[src/rtl/spart_tx.sv]
// SPART transmit half: decodes bus writes for the baud divisor and a single
// buffered transmit byte, and serialises 8N1 frames on txd.
module spart_tx #(
  parameter logic [15:0] RESET_DIV = 16'd5207
) (
  input  logic       clk,
  input  logic       rst,
  input  logic       iocs,
  input  logic       iorw,
  input  logic [1:0] ioaddr,
  input  logic [7:0] databus,
  output logic       tbr,
  output logic       txd,
  output logic       tx_busy
);

  localparam logic [1:0] IDLE  = 2'd0;
  localparam logic [1:0] START = 2'd1;
  localparam logic [1:0] DATA  = 2'd2;
  localparam logic [1:0] STOP  = 2'd3;

  logic [15:0] div;
  logic [7:0]  buf_data;
  logic        buf_full;
  logic [1:0]  state, state_nx;
  logic [15:0] baud_cnt, baud_nx;
  logic [2:0]  bit_cnt, bit_nx;
  logic [7:0]  shifter, shifter_nx;
  logic        txd_nx;
  logic        wr, tick, load, buf_wr;

  assign wr      = iocs & ~iorw;
  assign tick    = (state != IDLE) && (baud_cnt == 16'd0);
  // A full buffer is taken either from idle or straight out of a finishing stop bit.
  assign load    = buf_full && ((state == IDLE) || ((state == STOP) && tick));
  assign buf_wr  = wr && (ioaddr == 2'd0) && !buf_full;
  assign tbr     = ~buf_full;
  assign tx_busy = (state != IDLE);

  always_ff @(posedge clk or negedge rst) begin
    if (!rst) begin
      div <= RESET_DIV;
    end else if (wr && (ioaddr == 2'd2)) begin
      div[7:0] <= databus;
    end else if (wr && (ioaddr == 2'd3)) begin
      div[15:8] <= databus;
    end
  end

  always_ff @(posedge clk or negedge rst) begin
    if (!rst) begin
      buf_data <= 8'h00;
      buf_full <= 1'b0;
    end else if (load) begin
      buf_full <= 1'b0;
    end else if (buf_wr) begin
      buf_data <= databus;
      buf_full <= 1'b1;
    end
  end

  always_comb begin
    state_nx   = state;
    baud_nx    = baud_cnt;
    bit_nx     = bit_cnt;
    shifter_nx = shifter;
    if (load) begin
      state_nx   = START;
      baud_nx    = div;
      bit_nx     = 3'd0;
      shifter_nx = buf_data;
    end else if (state != IDLE) begin
      if (tick) begin
        // Reload picks up whatever divisor is current, so bits in flight keep their length.
        baud_nx = div;
        case (state)
          START: state_nx = DATA;
          DATA: begin
            if (bit_cnt == 3'd7) begin
              state_nx = STOP;
            end else begin
              shifter_nx = {1'b0, shifter[7:1]};
              bit_nx     = bit_cnt + 3'd1;
            end
          end
          STOP:    state_nx = IDLE;
          default: state_nx = IDLE;
        endcase
      end else begin
        baud_nx = baud_cnt - 16'd1;
      end
    end
  end

  always_comb begin
    txd_nx = 1'b1;
    case (state_nx)
      START:   txd_nx = 1'b0;
      DATA:    txd_nx = shifter_nx[0];
      default: txd_nx = 1'b1;
    endcase
  end

  // txd is registered from the next-state view so the line changes on the same edge as the state.
  always_ff @(posedge clk or negedge rst) begin
    if (!rst) begin
      state    <= IDLE;
      baud_cnt <= 16'd0;
      bit_cnt  <= 3'd0;
      shifter  <= 8'h00;
      txd      <= 1'b1;
    end else begin
      state    <= state_nx;
      baud_cnt <= baud_nx;
      bit_cnt  <= bit_nx;
      shifter  <= shifter_nx;
      txd      <= txd_nx;
    end
  end

endmodule

[config.mk]
export PLATFORM = sky130hd
export DESIGN_NAME = spart_tx
export DESIGN_NICKNAME = d
export VERILOG_FILES = /design/src/rtl/spart_tx.sv
export SDC_FILE = /design/constraint.sdc
export NUM_CORES = 1
export LEC_CHECK = 0
export CELL_PAD_IN_SITES_DETAIL_PLACEMENT = 1
export CELL_PAD_IN_SITES_GLOBAL_PLACEMENT = 1
export CORE_MARGIN = 2
export CORE_UTILIZATION = 47
export DETAILED_ROUTE_END_ITERATION = 6
export GPL_TIMING_DRIVEN = 0
export PLACE_DENSITY_LB_ADDON = 0.1
export SKIP_LAST_GASP = 1
export SLEW_MARGIN = 20
export SYNTH_ARGS = -nofsm -noshare
export SYNTH_HDL_FRONTEND = slang
export SYNTH_SLANG_ARGS = --single-unit
export TNS_END_PERCENT = 100
[constraint.sdc]
create_clock -name clk -period 3.3 [get_ports clk]
set_input_delay 0.99 -clock clk [delete_from_list [all_inputs] [get_ports clk]]
set_output_delay 0.99 -clock clk [all_outputs]
set_load 0.01 [all_outputs]
# Word-level counts from Yosys, hierarchy flattened
# Index checks and enable logic that the tools add are counted.
[word_totals]
reg_bits = 55
inputBits = 14
out_inout_bits = 3
elab_cells = 67
[classes]
add_sub_neg = 2
eq_ne = 9
mux = 21
n_bitwise = 5
n_reduce_logical = 20
[op_table]
columns = ["cell", "n"]
rows = [
  ["16-bit 2-to-1 mux", 3],
  ["8-bit 2-to-1 mux", 5],
  ["16-bit logical NOT", 1],
  ["16-bit by 1-bit subtractor with 16-bit output (second input constant)", 1],
  ["3-bit 2-to-1 mux", 5],
  ["2-bit == test (second input constant)", 5],
  ["2-bit nonzero test", 5],
  ["2-bit 2-to-1 mux", 4],
  ["1-bit logical AND", 7],
  ["2-bit by 1-bit == test with 1-bit output (second input constant)", 2],
  ["2-bit logical NOT", 2],
  ["1-bit inverter", 4],
  ["2-bit one-hot mux with 2 select lines", 1],
  ["2-bit AND reduction", 2],
  ["4-bit AND reduction", 1],
  ["3-bit by 1-bit adder with 3-bit output (second input constant)", 1],
  ["3-bit == test (second input constant)", 1],
  ["1-bit 2-to-1 mux", 2],
  ["2-bit != test (second input constant)", 1],
  ["1-bit one-hot mux with 2 select lines", 1],
  ["1-bit AND", 1],
  ["1-bit logical NOT", 1],
  ["1-bit logical OR", 1],
]

# Depth between registers and ports, before layout
# Gate-level depths: netlist (run 1).
[logic_depth]
ltp_word = 8
mapped_depth = 8
mapped_depth_nobuf = 7

# Worst setup path after synthesis (run 1)
# OpenSTA, ideal clock, no wires.
[synth_timing]
path_type = "register to register"
from = "register state[0]"
to = "register txd"
setup_ns = 0.080
t_arrival_ns = 2.386
t_required_ns = 3.220
path_slack_ns = 0.834
path_stages_with_launch = 9
n_path_buf = 1
synth_period_minus_slack_ns = 2.466
path_cell_list = "dfrtp_1 -> inv_1 -> ha_1 -> clkbuf_1 -> or4b_2 -> nor4_2 -> nor4b_1 -> nor3_1 -> o2111a_1"
[synth_between]
elab_chain_len = 8
word_cells_on_any_way = 21
classes_between = "eq/ne: 5; mux: 10; reduce/logical: 6"
[synth_lines]
columns = ["item", "line", "source"]
rows = [
  ["from (decl)", "25", "logic [1:0] state, state_nx;"],
  ["from (signal assigned)", "113", "state <= state_nx;"],
  ["branches (longest 7 deep; another with 2-bit == test)", "-", ""],
  ["1-bit one-hot mux with 2 select lines (*)", "97", "case (state_nx)"],
  ["via txd_nx", "29", "logic txd_nx;"],
  ["to (signal assigned)", "117", "txd <= txd_nx;"],
  ["to (decl)", "13", "output logic txd,"],
]
# Mark *: on every way through the listed nets, which the timed path passes. The select of a mux whose other input is x is not followed.
# A chain may end at the register's enable or synchronous reset.

# Final worst setup path (run 1)
[layout_timing]
from = "register state[0]"
to = "output tx_busy"
[layout_between]
elab_chain_len = 1
[layout_lines]
columns = ["item", "line", "source"]
rows = [
  ["2-bit nonzero test", "38", "assign tx_busy = (state != IDLE);"],
  ["to (decl)", "14", "output logic tx_busy"],
]
# No other way between the ends.

==> results of run 1 <==
[area by class of cell]
type / instances / area (µm²) / area share
Buffer: 10 / 53.8 / 0.0170
Sequential cell: 55 / 1390 / 0.439
Clock buffer: 6 / 72.6 / 0.0230
Tap cell: 75 / 93.8 / 0.0297
Multi-Input combinational cell: 175 / 1310 / 0.415
Inverter: 12 / 45.0 / 0.0143
Clock inverter: 2 / 37.5 / 0.0119
Timing Repair Buffer: 16 / 158 / 0.0500
[worst max path at each step]
stage,start,to,depth (start not counted),slack (ns)
after floorplan,state[0],txd,8,0.83
after global placement,rst,div[5],1,-0.55
after detailed placement,state[0],txd,8,0.29
after CTS,state[0],tx_busy,5,0.17
after global routing,state[0],txd,8,0.05
final,state[0],tx_busy,5,0.21
[worst max-delay path, delay by kind of cell (launching register included)]
family,cells,cell delay (ns)
buffers and inverters,4,1.19
adders and majority gates,1,0.15
DFF,1,0.46
[synthesized netlist by cell type, drive strengths merged (8+ instances only)]
| cell type | instances | area share |
|---|---|---|
| a21oi | 11 | 0.020 |
| a221o | 15 | 0.054 |
| dfrtp | 47 | 0.42 |
| dfstp | 8 | 0.075 |
| inv | 12 | 0.016 |
| mux2 | 24 | 0.097 |
| nand2 | 12 | 0.016 |
| nor2 | 21 | 0.028 |
| nor4 | 10 | 0.027 |
| o21ai | 15 | 0.032 |
[flip-flops by register name (all words and copies together) (netlist names)]
| signal | flops |
|---|---|
| state | 2 |
| bit_cnt | 3 |
| shifter | 8 |
| div | 16 |
| baud_cnt | 16 |
| buf_data | 8 |
| buf_full | 1 |
| txd | 1 |
[per-stage QoR]
| stage | hold WS (ns) | util | total power [mW] | cells | TNS (ns) |
|---|---|---|---|---|---|
| after floorplan | 0.458 | - | 1.85 | 252 | 0 |
| after global placement | 0.475 | 0.524 | 2.12 | 343 | -25.70 |
| after detailed placement | 0.489 | 0.524 | 2.17 | 343 | 0 |
| after CTS | 0.517 | 0.543 | 2.63 | 351 | 0 |
| after global routing | 0.540 | 0.543 | 2.80 | 351 | 0 |
| final | 0.513 | 0.543 | 2.61 | 351 | 0 |
[kinds of logic after synthesis]
group,Yosys count,share of synthesized area
multiplexers,31,0.122
buffers and inverters,22,0.0354
adder cells (fa/ha/maj),7,0.0313
flip-flops,55,0.496
AO/OA/AOI/OAI,52,0.138
AND/OR/NAND/NOR,85,0.177
[placed cells by master (no fill, tap or decap), types with 2 or more instances in the layout]
cell / synthesis / final
nor2b_1: 2 / 2
nor4b_1: 3 / 3
nor4_1: 8 / 8
a21oi_1: 11 / 11
clkdlybuf4s50_1: 0 / 15
ha_1: 7 / 7
nor3b_1: 3 / 3
or4_1: 4 / 4
o22ai_1: 2 / 2
nand2_1: 12 / 12
nor2_1: 21 / 21
and2_1: 6 / 6
dfstp_2: 8 / 8
dfrtp_1: 47 / 47
a211oi_1: 2 / 2
clkbuf_1: 7 / 8
mux2i_1: 7 / 7
buf_6: 2 / 2
clkbuf_8: 0 / 5
mux2_2: 24 / 24
and3_1: 5 / 5
nor3_1: 7 / 7
nor4_2: 2 / 2
a221o_1: 15 / 15
nand3_1: 3 / 3
inv_1: 12 / 12
o21ai_0: 12 / 12
[report_power, final]
part / total, mW / switching (mW) / internal, mW
Combinational: 0.973 / 0.510 / 0.463
Sequential: 1.19 / 0.238 / 0.948
Clock: 0.452 / 0.225 / 0.227
Total: 2.61 / 0.973 / 1.64
[routing by layer]
layer  wire (µm)  vias up
met5           0        -
met4         100        0
met3         165        9
met2        3130       30
met1        3260     1054
li1            -      988
==> out/summary.txt, run 1 <==
clock latency on the worst-skew pair -> 0.31 ns
Synth Cell Area -> 2790 µm²
Initial Utilization -> 0.480
clk_skew -> 0.00837 ns
Total GRT Usage -> 0.224
M1 GR Usage -> 0.311
CP max FO -> 9
Final setup violation count -> 0
Via Count -> 2081
first drt pass iteration count -> 4
Yosys cell types -> 45
Post-synth EDFFs -> 0
Cell Rows -> 28
Avg WL per Cell -> 19.0 µm
post-route ant nets -> 0
setup slack, reg-to-reg -> 0.28 ns
Die H -> 81.1 µm
I/O pins -> 17
Pwr Density -> 828 nW/µm²
dpl hpwl -> 4850 µm
RSZ-0062 raised after global routing -> false
met2 Resource Use GR -> 0.369
CTS Hold Bufs -> 0
Pins Over Slew Limit -> 0
Max Cap Viol -> 0
Sink Count -> 55
Seq/Total Area, Yosys -> 0.496
syn_area_per_cell -> 11.1 µm²
dpl ws -> 0.291 ns
Nets -> 296
Primary FF master, synth -> dfrtp_1
routability cong. -> 0.780
worst hold path depth -> 1
CP endpoint kind -> primary output
GR peak layer -> met2
fin crit period -> 3.09 ns
Startpoint Class -> flop
global route overflow -> 0
Max stage delay on crit path -> 0.53 ns
R2R Path Start -> state[0]
status -> finished, final reports clean
n_diodes -> 0
CTS tree -> yes
final worst setup slack -> 0.205 ns
final wirelength -> 6660 µm
# Post-CTS Setup Buffers -> 0
asr flop ratio synth -> 1.00
kind of critical path -> reg2out
# fillers -> 646
clk root buf -> clkbuf_8
Final Cell Area -> 3160 µm²
largest net degree at the start of global routing -> 56
Max rail drop VDD -> 0.000314 V
Clock Pin Slew Worst Setup and Hold Paths -> 0.10 ns
chip width -> 81.1 µm
Worst Hold End -> shifter[7]
Critical Path AT -> 2.10 ns
vias in the first global route -> 2155
worst path cell trace -> inv_1, ha_1, clkbuf_1, inv_1, clkdlybuf4s50_1
hold_sp -> shifter[7]
Core Area -> 5820 µm²
met3 track demand over resource -> 0.0344
first-pass GRT wire length -> 11100 µm
Hold Path Class -> reg2reg
layout cell share with drive strength beyond 1 -> 0.181
Top cell by count, worst path -> inv_1
Area growth, synth to finish -> 12.9%
FMAX -> 0.323 GHz
final hold violation count -> 0
DR iter-0 viols -> 71
critical path data required time -> 2.31 ns
worst-margin pin slew -> 0.761 ns
Inserted Clock Buffers -> 5
max_slew headroom -> 0.491
reg-to-reg critical path endpoint -> txd
cells on worst reg2reg path -> 8
synth warn -> 0
die area -> 6580 µm²
number of synthesized register bits -> 55
period utilization -> 0.938
H-tree depth -> 2
Syn Inst Count -> 252
worst-case clock buffer depth -> 2
syn nets -> 273
post_cts resized -> 0
residual DRC count -> 0
initial antenna violation count -> 0
static leakage -> 1.34 nW
Port Buffers -> 16
DR vias/cell -> 5.93
DP Area -> 3050 µm²
CP max stage cell -> clkdlybuf4s50_1
Power figures use the tool's default switching activity.
==> inputs of run 2 (changes only) <==
--- a/config.mk
+++ b/config.mk
@@ -11,7 +11,7 @@
 export CORE_UTILIZATION = 47
 export DETAILED_ROUTE_END_ITERATION = 6
 export GPL_TIMING_DRIVEN = 0
-export PLACE_DENSITY_LB_ADDON = 0.1
+export PLACE_DENSITY = 0.85
 export SKIP_LAST_GASP = 1
 export SLEW_MARGIN = 20
 export SYNTH_ARGS = -nofsm -noshare
==> out/summary.txt, run 2 (synthesized netlist as in run 1, its figures left out) <==
fin crit period -> 3.10 ns
n_diodes -> 0
Sink Count -> 55
CTS tree -> yes
Critical Path AT -> 2.11 ns
clk root buf -> clkbuf_8
Port Buffers -> 16
Core Area -> 5820 µm²
final hold violation count -> 0
CTS Hold Bufs -> 0
first drt pass iteration count -> 4
Final Util -> 0.539
worst path cell trace -> inv_1, ha_1, clkbuf_1, inv_1, clkdlybuf4s50_1
Pins Over Slew Limit -> 0
CP endpoint kind -> primary output
R2R Path Start -> state[0]
post-route ant nets -> 0
I/O pins -> 17
clk_skew -> 0.00702 ns
non-filler instance count after layout -> 351
CP max stage cell -> clkdlybuf4s50_1
largest net degree at the start of global routing -> 56
status -> finished, final reports clean
Critical Path Start -> state[0]
global route overflow -> 0
routability cong. -> 0.802
hold_sp -> baud_cnt[13]
Area growth, synth to finish -> 12.2%
DR vias/cell -> 6.13
period utilization -> 0.940
Clock Pin Slew Worst Setup and Hold Paths -> 0.11 ns
max_slew headroom -> 0.519
Via Count -> 2153
critical path data required time -> 2.31 ns
worst-case clock buffer depth -> 2
setup slack, reg-to-reg -> 0.36 ns
initial antenna violation count -> 0
H-tree depth -> 2
Top cell by count, worst path -> inv_1
CP max FO -> 9
Cell Rows -> 28
FMAX -> 0.323 GHz
first-pass GRT wire length -> 11700 µm
placed cell count -> 343
Avg WL per Cell -> 20.5 µm
residual DRC count -> 0
largest registers -> baud_cnt: 16 flops, div: 16 flops
crit-path leading delay family -> buffers and inverters
final wirelength -> 7180 µm
Initial Utilization -> 0.480
Total GRT Usage -> 0.240
Pwr Density -> 821 nW/µm²
Max Cap Viol -> 0
vias in the first global route -> 2228
commonest cells after routing, fill and taps aside -> 47 x dfrtp_1, 24 x mux2_2, 21 x nor2_1, 15 x a221o_1, 15 x clkdlybuf4s50_1
static leakage -> 1.33 nW
kind of critical path -> reg2out
chip width -> 81.1 µm
worst-margin pin slew -> 0.716 ns
post_cts resized -> 0
Nets -> 296
clock latency on the worst-skew pair -> 0.31 ns
Inserted Clock Buffers -> 5
Bufs and invs on worst path -> 4
Final setup violation count -> 0
worst hold path depth -> 1
Worst Hold End -> baud_cnt[13]
cells on worst reg2reg path -> 8
Max rail drop VDD -> 0.000341 V
dpl hpwl -> 5280 µm
Max stage delay on crit path -> 0.53 ns
reg-to-reg critical path endpoint -> txd
layout cell share with drive strength beyond 1 -> 0.181
DR iter-0 viols -> 125
Die H -> 81.1 µm
die area -> 6580 µm²
Hold Path Class -> reg2reg
Startpoint Class -> flop
RSZ-0062 raised after global routing -> false
# Post-CTS Setup Buffers -> 0
commonest non-fill, non-tap cell in the layout -> dfrtp_1
[run 2: changes by cell type in the layout (fill, tap and decap cells not counted)]
cell       change
bufinv_16      -1
inv_6          +1
[run 2: layout make-up]
cell class / instances / area, µm²
fillers: 644 / 2680
flip-flops and latches: 55 / 1390
multi-input cells: 175 / 1310
repair buffers: 16 / 158
well taps: 75 / 93.8
clock buffers: 6 / 72.6
plain buffers: 10 / 53.8
inverters: 12 / 45.0
clock inverters: 2 / 16.3
[run 2: through the flow]
step	area (µm²)	TNS [ns]	setup slack (ns)	hold WS [ns]	total power, mW
after floorplan	2790	0	0.834	0.458	1.85
after global placement	3050	-22.25	-0.477	0.478	2.10
after detailed placement	3050	0	0.359	0.493	2.19
after CTS	3130	0	0.189	0.518	2.58
after global routing	3130	0	0.0946	0.536	2.74
final	3130	0	0.199	0.519	2.57
[run 2: worst max path at each step]
| stage | end | depth (start not counted) |
|---|---|---|
| floorplan | txd | 8 |
| global placement | shifter[5] | 1 |
| detailed placement | txd | 8 |
| CTS | tx_busy | 5 |
| global route | tx_busy | 5 |
| finish | tx_busy | 5 |
[run 2: report_power, final]
| group | switching, mW | internal, mW |
|---|---|---|
| combinational | 0.531 | 0.462 |
| sequential | 0.242 | 0.949 |
| clock | 0.236 | 0.153 |
[run 2: routing by layer]
metal / track usage / wire length (µm) / vias to the layer above
met3: 0.0378 / 268 / 4
li1: - / - / 983
met4: 0.0729 / 54 / 0
met1: 0.305 / 3110 / 1117
met2: 0.421 / 3750 / 49
met5: 0 / 0 / -
